--- src/rtl/bcd_seq_converter.sv ---
// Sequential binary-to-BCD converter (shift-and-add-3 / double-dabble).
// One iteration per clock: BIN_W iterations per operand, valid/ready on
// both the operand side and the result side. No input/output bypass: a
// new operand is only accepted once the previous result has been taken.
module bcd_seq_converter #(
  parameter int BIN_W  = 8,
  parameter int DIGITS = 3
) (
  input  logic                  clk,
  input  logic                  rst,
  input  logic                  in_valid,
  output logic                  in_ready,
  input  logic [BIN_W-1:0]      bin_in,
  output logic                  out_valid,
  input  logic                  out_ready,
  output logic [4*DIGITS-1:0]   bcd_out,
  output logic                  busy
);

  localparam int BCD_W = 4 * DIGITS;
  localparam int REG_W = BCD_W + BIN_W;
  localparam int CNT_W = $clog2(BIN_W + 1);

  // True when DIGITS decimal digits can hold every BIN_W-bit value.
  function automatic bit digits_fit(input int bw, input int dg);
    longint unsigned pow10;
    longint unsigned max_bin;
    pow10 = 1;
    for (int i = 0; i < dg; i++) pow10 = pow10 * 10;
    max_bin = (longint'(1) << bw) - 1;
    return pow10 > max_bin;
  endfunction

  // Reject parameter sets that cannot be converted correctly.
  if (BIN_W < 2) begin : g_bad_width
    $error("bcd_seq_converter: BIN_W must be at least 2");
  end
  if (!digits_fit(BIN_W, DIGITS)) begin : g_bad_digits
    $error("bcd_seq_converter: DIGITS too small for BIN_W");
  end

  typedef enum logic [1:0] {
    IDLE  = 2'd0,
    SHIFT = 2'd1,
    DONE  = 2'd2
  } state_t;

  state_t             state;
  state_t             state_next;
  logic [REG_W-1:0]   shift_reg;
  logic [REG_W-1:0]   shift_next;
  logic [BCD_W-1:0]   bcd_adj;
  logic [CNT_W-1:0]   iter_cnt;
  logic [BCD_W-1:0]   bcd_q;
  logic               accept;
  logic               last_iter;

  assign accept    = in_valid && in_ready;
  // The edge that performs iteration BIN_W sees the counter at BIN_W-1.
  assign last_iter = (iter_cnt == CNT_W'(BIN_W - 1));
  assign bcd_out   = bcd_q;

  // State register.
  always_ff @(posedge clk) begin
    // NOTE: sequential state uses non-blocking assignments so every register
    // samples the pre-edge values, independent of block ordering.
    if (rst) state <= IDLE;
    else     state <= state_next;
  end

  // Next-state logic.
  always_comb begin
    // NOTE: default assignment first so no path through the case leaves the
    // variable unassigned, which would infer a latch.
    state_next = state;
    case (state)
      IDLE:    if (accept)    state_next = SHIFT;
      SHIFT:   if (last_iter) state_next = DONE;
      DONE:    if (out_ready) state_next = IDLE;
      default:                state_next = IDLE;
    endcase
  end

  // Handshake and status outputs, decoded purely from the state.
  always_comb begin
    in_ready  = 1'b0;
    out_valid = 1'b0;
    busy      = 1'b0;
    case (state)
      IDLE:  in_ready  = 1'b1;
      SHIFT: busy      = 1'b1;
      DONE: begin
        out_valid = 1'b1;
        busy      = 1'b1;
      end
      default: ;
    endcase
  end

  // One double-dabble iteration: add 3 to every digit >= 5 (all digits judged
  // on pre-shift values), then shift the whole {BCD, binary} register left.
  always_comb begin
    bcd_adj = shift_reg[REG_W-1:BIN_W];
    for (int k = 0; k < DIGITS; k++) begin
      if (bcd_adj[4*k +: 4] >= 4'd5)
        bcd_adj[4*k +: 4] = bcd_adj[4*k +: 4] + 4'd3;
    end
    shift_next = {bcd_adj, shift_reg[BIN_W-1:0]} << 1;
  end

  // Datapath: operand capture, iteration, and result latch. The result
  // register only moves on the SHIFT->DONE edge so it holds through IDLE.
  always_ff @(posedge clk) begin
    if (rst) begin
      shift_reg <= '0;
      iter_cnt  <= '0;
      bcd_q     <= '0;
    end else begin
      case (state)
        IDLE: begin
          if (accept) begin
            shift_reg <= {{BCD_W{1'b0}}, bin_in};
            iter_cnt  <= '0;
          end
        end
        SHIFT: begin
          shift_reg <= shift_next;
          iter_cnt  <= iter_cnt + CNT_W'(1);
          if (last_iter) bcd_q <= shift_next[REG_W-1:BIN_W];
        end
        default: ;
      endcase
    end
  end

endmodule

--- config.mk ---
export PLATFORM = sky130hd
export DESIGN_NAME = bcd_seq_converter
export DESIGN_NICKNAME = d
export VERILOG_FILES = /design/src/rtl/bcd_seq_converter.sv
export SDC_FILE = /design/constraint.sdc
export NUM_CORES = 1
export LEC_CHECK = 0
export ABC_AREA = 1
export BUFFER_PORTS_ARGS = -buffer_cell sky130_fd_sc_hd__buf_4
export CAP_MARGIN = 5
export CORE_MARGIN = 4
export CORE_UTILIZATION = 35
export CTS_BUF_LIST = sky130_fd_sc_hd__clkbuf_8
export DETAILED_ROUTE_END_ITERATION = 12
export PLACE_DENSITY = 0.64
export SLEW_MARGIN = 20
export SYNTH_ARGS = -nofsm -noshare
export SYNTH_HDL_FRONTEND = slang
export SYNTH_SLANG_ARGS = --single-unit
export TNS_END_PERCENT = 30
--- constraint.sdc ---
create_clock -name clk -period 1.3 [get_ports clk]
set_input_delay 0 -clock clk [delete_from_list [all_inputs] [get_ports clk]]
set_output_delay 0 -clock clk [all_outputs]
set_load 0.005 [all_outputs]
==> out/metrics.yaml <==
placed_area_mm2: 0.00234
largest_reg_flops: 20
rrSetupSlack_ns: -0.01
endpoint_kind: "register"
min_period_ns: 1.31
vias: 1846
seq_power_share_pct: 48.6
clkPwrFrac_pct: 31.3
power.leakage_uw: 0.00128
coreArea_mm2: 0.00547
area_growth_pct: 37.5
synth_seq_cells: 38
nets: 340
boundaryPins: 27
antenna_found_initial: 0
crit_arrival_ns: 1.50
power.density_mw_per_mm2: 950
finalHoldViolations: 0
async_flop_share_pct: 0
rsz0062_at_grt: "true"
yosysUniqueCellTypes: 21
n_fill_cell: 548
violations: "setup timing"
worst_pin_slew_ns: 0.661
final_cell_mix: "nand2_1, buf_4, dfxtp_1"
clock-skew-final_ns: 0.0101
status: "complete, but fails checks"
root_buffer: "clkbuf_8"
period_share_pct: 101
cap_violations: 0
p_int_uw: 1830
drc: 0
slew_headroom_pct: 55.9
power.switching_uw: 738
finalMaxSlewViolations: 0
ys_warn_count: 0
cp-start-kind: "register"
setup.worst_path.class: "register to register"
setup_viol: 3
cts_tree: "yes"
grt_pass1_vias: 1793
worstPathMaxFanout: 6
syn_area_per_cell_um2: 7.29
vias_per_cell: 4.72
yosysSeqAreaShare_pct: 38.6
num_rows: 27
final_core_util_pct: 49.5
die-area_mm2: 0.00689
wl_per_cell_um: 12.3
diodes: 0
hold_path_class: "primary input to register"
final_common_cell: "nand2_1"
grt_pass1_wl_mm: 7.56
irDropWorstVdd_mv: 0.607
routed_wl_mm: 4.80
synth_area_mm2: 0.00197
io_buffer_count: 26
die_x_um: 83.0
die_h_um: 83.0
swShare_pct: 28.7
postRouteAntennaNets: 0
synth_edf_count: 0
setup_ws_ns: -0.0121
start_util_pct: 36.0
grt_overflow_total: 0
drive_gt1_share_pct: 31.0
hpwl_mm: 3.00
grt_max_degree: 22
cts_buffers: 5
drtPass1Iterations: 4
dp_slack_ns: -0.0311
synth_fp_nets: 292
holdWs_ns: 0.0419
gp_congestion: 0.840
clock_path_buffers: 2
design_area_mm2: 0.00271
clock_latency_ns: 0.29
required_ns: 1.49
h-tree-depth: 2
drt_iter0_drc: 64
grtUsageTotal_pct: 13.3
max_freq_ghz: 0.762
path_clk_slew_ns: 0.08
finalPower_uw: 2570
tritoncts_num_sinks: 38
synthCells: 270
p_comb_share_pct: 20.1
synth_flop_cell: "dfxtp_1"
## timing repair
action,in CTS,in global routing
hold buffers,1,0
gates resized for setup,4,43
buffers inserted,0,3
gates cloned,0,4
setup endpoints to repair,28,38
pin swaps,0,11
endpoints found under the hold margin,1,0
## area by class of cell
type                            instances  area, µm²  share of cell area, %
Clock buffer                            5       68.8                   2.54
Clock inverter                          3       17.5                  0.647
Inverter                               32        135                   4.99
Multi-Input combinational cell        189       1130                   41.8
Sequential cell                        38        772                   28.5
Tap cell                               72       90.1                   3.33
Timing Repair Buffer                   52        494                   18.2
## metrics by stage
stage / setup TNS [ns] / instances
5_1_grt: -0.895 / 391
4_1_cts: -0.0555 / 384
2_1_floorplan: 0 / 270
3_3_place_gp: -0.00740 / 375
6_report: -0.0264 / 391
3_5_place_dp: -0.314 / 375
## logic make-up (layout without fill, tap and decap cells)
group                      Yosys count  after routing  synth area share (%)
and+or+nand+nor                    133            133                  29.2
DFF                                 38             38                  38.6
AOI/OAI and AO/OA                   45             45                  14.6
xor gates and xnor gates             1              1                 0.445
buffers and inverters               43             92                  10.7
adders and majority gates           10             10                  6.35
## final timing paths
kind | cells after the start | from | endpoint
setup reg to reg | 9 | state[1]$_SDFFE_PP0P_ | bcd_out[2]$_SDFFE_PP0P_
hold / removal | 4 | bin_in[5] | shift_reg[5]$_SDFFE_PP0P_
hold reg to reg | 2 | shift_reg[0]$_SDFFE_PP0P_ | shift_reg[0]$_SDFFE_PP0P_
setup / recovery | 9 | state[1]$_SDFFE_PP0P_ | bcd_out[2]$_SDFFE_PP0P_
## critical path: stages, from the launching register on
cell,delay [ns]
dfxtp_2,0.36
inv_4,0.05
ha_4,0.18
inv_4,0.06
nor2_4,0.03
buf_12,0.13
clkbuf_16,0.15
o21a_1,0.16
nand2_1,0.05
inv_1,0.03
## power groups by stage
stage / clock network, µW / registers (µW) / logic, µW
finish: 806 / 1250 / 516
global route: 875 / 1260 / 566
CTS: 832 / 1240 / 436
detailed placement: 0 / 1270 / 431
global placement: 0 / 1270 / 424
floorplan: 0 / 1260 / 287
## synth_stat cells (3+ instances only)
library cell / instances / area (µm²)
a21oi_1: 18 / 90.1
buf_2: 4 / 20.0
buf_6: 4 / 45.0
dfxtp_1: 38 / 761
ha_1: 10 / 125
inv_1: 29 / 109
inv_2: 3 / 11.3
nand2_1: 86 / 323
nand3_1: 22 / 110
nand3_2: 3 / 30.0
nand4_1: 7 / 43.8
nor2_1: 12 / 45.0
o211a_1: 7 / 70.1
o21a_1: 11 / 82.6
o21ai_0: 9 / 45.0
## per-layer routing
metal	GRT usage (%)	share of wire (%)	up-vias
met5	0	0	-
met4	3.86	1.0	0
met3	3.97	3.6	6
met2	23.3	49	28
met1	15.5	46	842
li1	-	-	970
Note: power is estimated with default switching activity, not from simulation.
